## src/rtl/test_pkg_a.sv

```systemverilog
`default_nettype none
// ---------------------------------------------------------------------------
// test_pkg_a : hero write bus cycle tag and beat types   (rev 1.0)
// ---------------------------------------------------------------------------
package test_pkg_a;

    // Encoding 2'd3 is unused on the bus and is received as an idle cycle.
    typedef enum logic [1:0] {
        CYC_IDLE  = 2'd0,
        CYC_VALID = 2'd1,
        CYC_DONE  = 2'd2
    } CYCLE_TYPE_E;

    typedef struct packed {
        logic [15:0] addr;
        logic [31:0] data;
    } hero_write_t;

endpackage
`default_nettype wire

```

## src/rtl/test_pkg_b.sv

```systemverilog
`default_nettype none
// ---------------------------------------------------------------------------
// test_pkg_b : burst receiver state, burst container and sizing   (rev 1.0)
// ---------------------------------------------------------------------------
package test_pkg_b;

    localparam int HBR_MAX_BEATS = 2;

    typedef enum logic [1:0] {
        HBR_IDLE    = 2'd0,
        HBR_COLLECT = 2'd1,
        HBR_DISCARD = 2'd2
    } hbr_state_e;

    typedef test_pkg_a::hero_write_t [HBR_MAX_BEATS-1:0] hero_burst_t;

endpackage
`default_nettype wire

```

## src/rtl/hero_burst_hold.sv

```systemverilog
`default_nettype none
// ---------------------------------------------------------------------------
// hero_burst_hold : single-entry valid/ready slice holding a finished burst
// rev 1.0
// ---------------------------------------------------------------------------
module hero_burst_hold
    import test_pkg_a::*;
    import test_pkg_b::*;
#(
    parameter int MAX_BEATS = HBR_MAX_BEATS,
    parameter int CNT_W     = $clog2(MAX_BEATS + 1)
) (
    input  logic                         clk,
    input  logic                         rst_n,
    input  logic                         load,
    input  hero_write_t [MAX_BEATS-1:0]  load_data,
    input  logic        [CNT_W-1:0]      load_cnt,
    input  logic                         rdy,
    output logic                         vld,
    output hero_write_t [MAX_BEATS-1:0]  data,
    output logic        [CNT_W-1:0]      cnt,
    output logic                         full,
    output logic                         accept
);

    logic                        r_vld;
    hero_write_t [MAX_BEATS-1:0] r_data;
    logic        [CNT_W-1:0]     r_cnt;

    assign accept = r_vld & rdy;
    assign full   = r_vld;
    assign vld    = r_vld;
    assign data   = r_data;
    assign cnt    = r_cnt;

    // A load in the accept cycle wins, giving back-to-back bursts without a bubble.
    always_ff @(posedge clk) begin
        if (!rst_n) begin
            r_vld  <= 1'b0;
            r_data <= '0;
            r_cnt  <= '0;
        end else if (load) begin
            r_vld  <= 1'b1;
            r_data <= load_data;
            r_cnt  <= load_cnt;
        end else if (accept) begin
            r_vld  <= 1'b0;
            r_data <= '0;
            r_cnt  <= '0;
        end
    end

endmodule
`default_nettype wire

```

## src/rtl/hero_burst_rx.sv

```systemverilog
`default_nettype none
// ---------------------------------------------------------------------------
// hero_burst_rx : assembles hero bus beats into bursts, double-buffered output
// Optional HERO_BURST_RX_STATS_EN adds saturating burst/ovf/drop counters.
// rev 1.0
// ---------------------------------------------------------------------------
module hero_burst_rx
    import test_pkg_a::*;
    import test_pkg_b::*;
#(
    parameter int MAX_BEATS = HBR_MAX_BEATS,
    parameter int CNT_W     = $clog2(MAX_BEATS + 1)
) (
    input  logic                         clk,
    input  logic                         rst_n,
    input  CYCLE_TYPE_E                  hero_cyc,
    input  hero_write_t                  hero_wr,
    output logic                         burst_vld,
    input  logic                         burst_rdy,
    output hero_write_t [MAX_BEATS-1:0]  burst_data,
    output logic        [CNT_W-1:0]      burst_cnt,
    output logic                         ovf_err,
    output logic                         drop_err
`ifdef HERO_BURST_RX_STATS_EN
    ,
    output logic        [15:0]           stat_bursts,
    output logic        [7:0]            stat_ovf,
    output logic        [7:0]            stat_drop
`endif
);

    hbr_state_e                  r_state;
    logic        [CNT_W-1:0]     r_cnt;
    hero_write_t [MAX_BEATS-1:0] r_asm;
    logic                        r_ovf;
    logic                        r_drop;

    logic w_is_valid;
    logic w_is_done;
    logic w_complete;
    logic w_full;
    logic w_accept;
    logic w_load;

    // Any encoding other than VALID/DONE falls through as an idle cycle.
    assign w_is_valid = (hero_cyc == CYC_VALID);
    assign w_is_done  = (hero_cyc == CYC_DONE);
    assign w_complete = (r_state == HBR_COLLECT) && w_is_done;
    assign w_load     = w_complete && (!w_full || w_accept);

    always_ff @(posedge clk) begin
        if (!rst_n) begin
            r_state <= HBR_IDLE;
            r_cnt   <= '0;
            r_asm   <= '0;
            r_ovf   <= 1'b0;
            r_drop  <= 1'b0;
        end else begin
            r_ovf  <= 1'b0;
            r_drop <= 1'b0;
            case (r_state)
                HBR_IDLE: begin
                    if (w_is_valid) begin
                        r_asm[0] <= hero_wr;
                        r_cnt    <= CNT_W'(1);
                        r_state  <= HBR_COLLECT;
                    end
                end
                HBR_COLLECT: begin
                    if (w_is_valid) begin
                        if (r_cnt == CNT_W'(MAX_BEATS)) begin
                            r_ovf   <= 1'b1;
                            r_asm   <= '0;
                            r_cnt   <= '0;
                            r_state <= HBR_DISCARD;
                        end else begin
                            for (int i = 0; i < MAX_BEATS; i++) begin
                                if (r_cnt == CNT_W'(i)) begin
                                    r_asm[i] <= hero_wr;
                                end
                            end
                            r_cnt <= r_cnt + CNT_W'(1);
                        end
                    end else if (w_is_done) begin
                        // The hold slot takes r_asm this edge unless it is busy.
                        r_drop  <= !w_load;
                        r_asm   <= '0;
                        r_cnt   <= '0;
                        r_state <= HBR_IDLE;
                    end
                end
                HBR_DISCARD: begin
                    if (w_is_done) begin
                        r_state <= HBR_IDLE;
                    end
                end
                default: begin
                    r_state <= HBR_IDLE;
                end
            endcase
        end
    end

    hero_burst_hold #(
        .MAX_BEATS (MAX_BEATS),
        .CNT_W     (CNT_W)
    ) u_hold (
        .clk       (clk),
        .rst_n     (rst_n),
        .load      (w_load),
        .load_data (r_asm),
        .load_cnt  (r_cnt),
        .rdy       (burst_rdy),
        .vld       (burst_vld),
        .data      (burst_data),
        .cnt       (burst_cnt),
        .full      (w_full),
        .accept    (w_accept)
    );

    assign ovf_err  = r_ovf;
    assign drop_err = r_drop;

`ifdef HERO_BURST_RX_STATS_EN
    logic [15:0] r_stat_bursts;
    logic [7:0]  r_stat_ovf;
    logic [7:0]  r_stat_drop;

    always_ff @(posedge clk) begin
        if (!rst_n) begin
            r_stat_bursts <= '0;
            r_stat_ovf    <= '0;
            r_stat_drop   <= '0;
        end else begin
            if (w_accept && (r_stat_bursts != '1)) r_stat_bursts <= r_stat_bursts + 16'd1;
            if (r_ovf    && (r_stat_ovf    != '1)) r_stat_ovf    <= r_stat_ovf + 8'd1;
            if (r_drop   && (r_stat_drop   != '1)) r_stat_drop   <= r_stat_drop + 8'd1;
        end
    end

    assign stat_bursts = r_stat_bursts;
    assign stat_ovf    = r_stat_ovf;
    assign stat_drop   = r_stat_drop;
`endif

endmodule
`default_nettype wire

```

## config.mk

```make
export PLATFORM = sky130hd
export DESIGN_NAME = hero_burst_rx
export DESIGN_NICKNAME = d
export VERILOG_FILES = /design/src/rtl/test_pkg_a.sv /design/src/rtl/test_pkg_b.sv /design/src/rtl/hero_burst_hold.sv /design/src/rtl/hero_burst_rx.sv
export SDC_FILE = /design/constraint.sdc
export NUM_CORES = 1
export LEC_CHECK = 0
export BUFFER_PORTS_ARGS = -buffer_cell sky130_fd_sc_hd__buf_4
export CAP_MARGIN = 0
export CELL_PAD_IN_SITES_DETAIL_PLACEMENT = 0
export CELL_PAD_IN_SITES_GLOBAL_PLACEMENT = 1
export CORE_MARGIN = 8
export CORE_UTILIZATION = 40
export CTS_CLUSTER_SIZE = 30
export DETAILED_ROUTE_END_ITERATION = 12
export MAX_ROUTING_LAYER = met4
export PLACE_DENSITY_LB_ADDON = 0.15
export SKIP_CTS_REPAIR_TIMING = 1
export SYNTH_ARGS = -nofsm -noshare
export SYNTH_HDL_FRONTEND = slang
export SYNTH_SLANG_ARGS = --single-unit
```

## constraint.sdc

```tcl
create_clock -name clk -period 4.13 [get_ports clk]
set_input_delay 0.413 -clock clk [delete_from_list [all_inputs] [get_ports clk]]
set_output_delay 0.413 -clock clk [all_outputs]
set_load 0.02 [all_outputs]
```

# == Word level (Yosys, flattened, before mapping) ==
# Cells that the tools add are included.
# totals
input_bits,53
wordCells,69
ff_bits,201
# op_classes
eq_ne,11
bitwise_logic,4
mux,23
reduce_logical,16
n_addsub,1
# op_table
operator,n
96-bit 2-to-1 mux,5
48-bit 2-to-1 mux,3
48-bit one-hot mux with 2 select lines,1
2-bit 2-to-1 mux,9
3-bit AND reduction,3
2-bit by 1-bit == test with 1-bit output (second input constant),3
2-bit == test (second input constant),3
2-bit one-hot mux with 3 select lines,1
2-bit nonzero test,3
2-bit logical NOT,2
4-bit by 2-bit != test with 1-bit output (second input constant),1
2-bit one-hot mux with 2 select lines,1
4-bit AND reduction,1
4-bit OR reduction,1
1-bit 2-to-1 mux,3
3-bit by 1-bit != test with 1-bit output (second input constant),1
3-bit by 2-bit != test with 1-bit output (second input constant),1
3-bit != test (second input constant),1
1-bit NOT,3
2-bit by 1-bit adder with 2-bit output (second input constant),1
1-bit logical AND,2
1-bit logical NOT,2
2-bit != test (second input constant),1
2-bit AND reduction,1
2 further kinds,2

# == Longest topological paths before layout ==
# logic_depth
ltp_word,5
depth_mapped,9

# == Hierarchy ==
# Synthesis repeated with hierarchy kept, for this count alone.
# unflattened
cells_unflattened,830
area_unflattened_um2,8030.2
# by_module_without_submodules
mod,area_per_inst_um2,seq_area_each_um2,n_inst,cells_per_inst
hero_burst_hold,4154.0,1981.9,1,441
hero_burst_rx,3876.2,2042.0,1,389

# == Worst setup path before layout ==
# Ideal clock, no wire load.
# synth_timing
kind,input port to flip-flop
start,in hero_cyc[0]
end,reg r_asm[16] (netlist name)
setup_slack_ps,2259
setup_time_ps,116
t_required_ps,4014
arrival_ps,1755
cell_stages,8
path_buffers,2
path_cell_list,inv_1 > ha_1 > a21o_1 > a21o_1 > buf_2 > buf_6 > and3_1 > a41o_1
# synth_via
elab_chain_len,3
# synth_lines
element,line,rtl
start: declaration,hero_burst_rx.sv:16,"input CYCLE_TYPE_E hero_cyc,"
2-bit by 1-bit == test with 1-bit output / 2-bit == test (equally long branches),"hero_burst_rx.sv:46, hero_burst_rx.sv:47",
4-bit by 2-bit != test with 1-bit output (no source line) (tied with other cells),n/a,
4-bit AND reduction (no source line) / 48-bit one-hot mux with 2 select lines (equally long branches),n/a,
end signal: indexed assignment,hero_burst_rx.sv:79,r_asm[i] <= hero_wr;
end: declaration,hero_burst_rx.sv:34,hero_write_t [MAX_BEATS-1:0] r_asm;
# Several ways; a longest one is shown, not always the timed one.
# A chain may end at the register's enable or synchronous reset.

# == Worst setup path after layout ==
# layout_timing
start,reg r_state[0]
end,reg u_hold.r_data (netlist bit u_hold.data[82])
# layout_via
elab_chain_len,4
# layout_lines
element,line,rtl
start: declaration,hero_burst_rx.sv:32,hbr_state_e r_state;
start signal: assignment,hero_burst_rx.sv:53,r_state <= HBR_IDLE;
start signal: assignment,hero_burst_rx.sv:66,r_state <= HBR_COLLECT;
start signal: assignment,hero_burst_rx.sv:75,r_state <= HBR_DISCARD;
2-bit by 1-bit == test with 1-bit output *,hero_burst_rx.sv:48,assign w_complete = (r_state == HBR_COLLECT) && w_is_done;
1-bit logical AND *,hero_burst_rx.sv:48,
1-bit logical AND *,hero_burst_rx.sv:49,assign w_load = w_complete && (!w_full || w_accept);
96-bit 2-to-1 mux / 2-bit nonzero test (equally long branches),n/a,
end signal: assignment,hero_burst_hold.sv:44,r_data <= load_data;
end: declaration,hero_burst_hold.sv:27,hero_write_t [MAX_BEATS-1:0] r_data;
# Mark *: on every way between the ends. The rest lies on a longest branch, timed or not.

==> out/metrics.yaml <==
run_status: "finished clean"
nets: 774
first_global_vias: 5305
worst-r2r-cell-count: 5
cell_area_placed_um2: 8107
hp-class: "in -> reg"
critical_path.reg2reg.startpoint: "r_state[0]$_SDFFE_PN0P_"
tritoncts: "built"
drive_gt1_share_pct: 26.91
cts.htree.levels: 1
core_area_um2: 17180
hold_path.startpoint: "hero_wr[2]"
drt_first_pass_iters: 4
numClockSinks: 201
synthDistinctLibCells: 34
critical_path.top_delay_family: "simple AND/OR/NAND/NOR gates"
synthCells: 607
synth_area_um2: 6965
drt_drc_violations_left: 0
synth-seq-area-share_pct: 57.77
die_h_um: 148.0
worstHoldPathCells: 2
setup-violations-final: 0
hold_violations: 0
yosysWarningCount: 0
number_of_nets_in_the_synthesized_netlist: 662
drt_iter0_markers: 256
power_switching_mw: 0.9068
cts.path.max_buffers: 3
final_antenna_net_count: 0
io_buffers: 153
yosys_most_used_dff: "dfxtp_1"
most_common_library_cell_in_the_layout_ignoring_fill_and_taps: "dfxtp_1"
vias_per_cell: 5.548
wire_length_of_the_first_global_routing_pass_um: 29460
power.density_nw_per_um2: 459.4
reg2reg_slack_ns: 1.67
whs_endpoint: "r_asm[2]$_SDFFE_PN0P_"
critical_path.max_stage_delay_ns: 0.69
async_reset_ff_share_pct: 0
power.sequential.fraction_pct: 49.9
min_period_ns: 2.459
area_growth_syn_to_layout_pct: 25.72
postLayoutSetupSlackWorst_ns: 1.671
start_kind: "flip-flop"
finish.instance_area_um2: 8757
ys_ff_latch: 201
worst_slew_margin_relative_to_its_limit_pct: 19.51
fmax_mhz: 406.7
grt_start_max_net_pins: 126
clockPowerShare_pct: 44.1
most-common-layout-cells: "201 x dfxtp_1, 156 x buf_4, 98 x a22o_1"
worstPathBufferInverterCount: 1
finalWeightedCongestion: 0.7897
critical_path_peak_fanout: 67
critical_path.endpoint_type: "flip-flop"
wl_um: 18610
synth_edf_count: 0
reg2reg_to: "u_hold.data[82]$_SDFFE_PN0P_"
initial_core_util_pct: 40.55
crit_path_cells: "nor2b_2, nand3_1, nor2b_4, buf_12, a22o_1"
worst-path-stages: 5
dieArea_um2: 21890
average_wire_per_cell_in_the_routed_design_um: 19.45
ioPinCount: 154
rsz0062_at_grt: "no"
clkSlewWorstSetupHoldPaths_ns: 0.06
preCtsSetupSlack_ns: 1.530
worst-setup-path-type: "reg -> reg"
number_of_antenna_violations_at_the_first_check_in_global_routing: 0
chipWidth_um: 148.0
arrival_ns: 2.88
numPlacedInstances: 921
switching_share_pct: 22.54
cts_made_buffers: 21
antenna_cells_inserted: 0
num_vias: 5309
cts_root_buf: "clkbuf_16"
grt-ovfl-total: 0
drv_cap: 0
total_leakage_power_nw: 4.070
cp.required_ns: 4.55
global_route.usage.total_pct: 16.79
final.setup.tns_ns: 0
period_share_pct: 59.54
report.final.slew_viol_count: 0
fin_util_pct: 50.98
clock_insertion_delay_worst_skew_ns: 0.48
detailed_place_hpwl_um: 11640
clock-skew-final_ns: 0.008333
rows: 48
worst_pin_slew_ns: 1.207
vdd_drop_max_mv: 0.3224
slowest_stage: "nor2b_4"
fin_cells: 957
combinationalPowerShare_pct: 6.0
p_int_mw: 3.116
postSynthAreaPerCell_um2: 11.48
==> logic make-up after synthesis <==
logic type | share of synthesized area, %
DFF | 57.77
buffers and inverters | 5.371
adders and majority gates | 0.3592
and+or+nand+nor | 10.63
xor gates and xnor gates | 0.1258
AOI/OAI and AO/OA | 25.74
==> flip-flops by register name, summed over array words and instances, names as in the netlist <==
signal / count
u_hold.data: 96
r_asm: 96
r_state: 2
u_hold.cnt: 2
r_cnt: 2
ovf_err: 1
u_hold.full: 1
drop_err: 1
==> layout make-up <==
class / instances / area, µm²
fillers: 1550 / 8419
flip-flops and latches: 201 / 4024
multi-input cells: 335 / 2599
repair buffers: 157 / 1191
clock buffers: 31 / 623.1
well taps: 225 / 281.5
clock inverters: 5 / 27.53
inverters: 3 / 11.26
==> synth_stat cells (all sizes together) (3+ instances only) <==
| cell type | number | area (µm²) |
|---|---|---|
| buf | 44 | 272.8 |
| nand3 | 14 | 70.07 |
| a22oi | 42 | 315.3 |
| dfxtp | 201 | 4024 |
| a22o | 98 | 858.3 |
| inv | 3 | 11.26 |
| nand2b | 3 | 18.77 |
| a21o | 3 | 22.52 |
| clkbuf | 24 | 90.09 |
| o21ai | 9 | 45.04 |
| and3 | 49 | 306.5 |
| a41o | 48 | 480.5 |
| nor2b | 45 | 284.0 |
| nand2 | 5 | 18.77 |
==> worst register-to-register path: stages (launching register included) <==
cell and delay, ns:
dfxtp_1 0.57, nor2b_2 0.33, nand3_1 0.17, nor2b_4 0.69
buf_12 0.37, a22o_1 0.27
==> power groups by stage <==
stage | Combinational (mW) | Sequential (mW) | Clock, mW
floorplan | 0.156 | 2.04 | 0
global placement | 0.236 | 2.05 | 0
detailed placement | 0.244 | 2.05 | 0
CTS | 0.245 | 2.01 | 1.82
global route | 0.263 | 2.01 | 1.91
finish | 0.242 | 2.01 | 1.77
==> per-stage QoR <==
| stage | power [mW] | hold slack, ns |
|---|---|---|
| 2_1_floorplan | 2.199 | 0.4340 |
| 3_3_place_gp | 2.285 | 0.4440 |
| 3_5_place_dp | 2.294 | 0.4467 |
| 4_1_cts | 4.067 | 0.1646 |
| 5_1_grt | 4.182 | 0.1646 |
| 6_report | 4.023 | 0.1787 |
==> how the worst max path moves through the flow <==
stage / startpoint / endpoint / slack, ns
6_report: r_state[0]$_SDFFE_PN0P_ / u_hold.data[82]$_SDFFE_PN0P_ / 1.67
5_1_grt: r_state[0]$_SDFFE_PN0P_ / u_hold.data[89]$_SDFFE_PN0P_ / 1.52
4_1_cts: r_state[0]$_SDFFE_PN0P_ / u_hold.data[51]$_SDFFE_PN0P_ / 1.68
3_5_place_dp: hero_cyc[1] / r_asm[13]$_SDFFE_PN0P_ / 1.53
3_3_place_gp: hero_cyc[1] / r_asm[8]$_SDFFE_PN0P_ / 1.69
2_1_floorplan: hero_cyc[0] / r_asm[16]$_SDFFE_PN0P_ / 2.26
==> metal layers <==
| layer | global-route usage (%) | part of all wire [%] | vias up |
|---|---|---|---|
| li1 | - | - | 2531 |
| met1 | 22.02 | 46 | 2584 |
| met2 | 25.75 | 46 | 174 |
| met3 | 3.913 | 6.9 | 20 |
| met4 | 3.927 | 1.2 | 0 |
| met5 | - | 0 | - |
No activity file was read; power rests on OpenSTA's default activity.
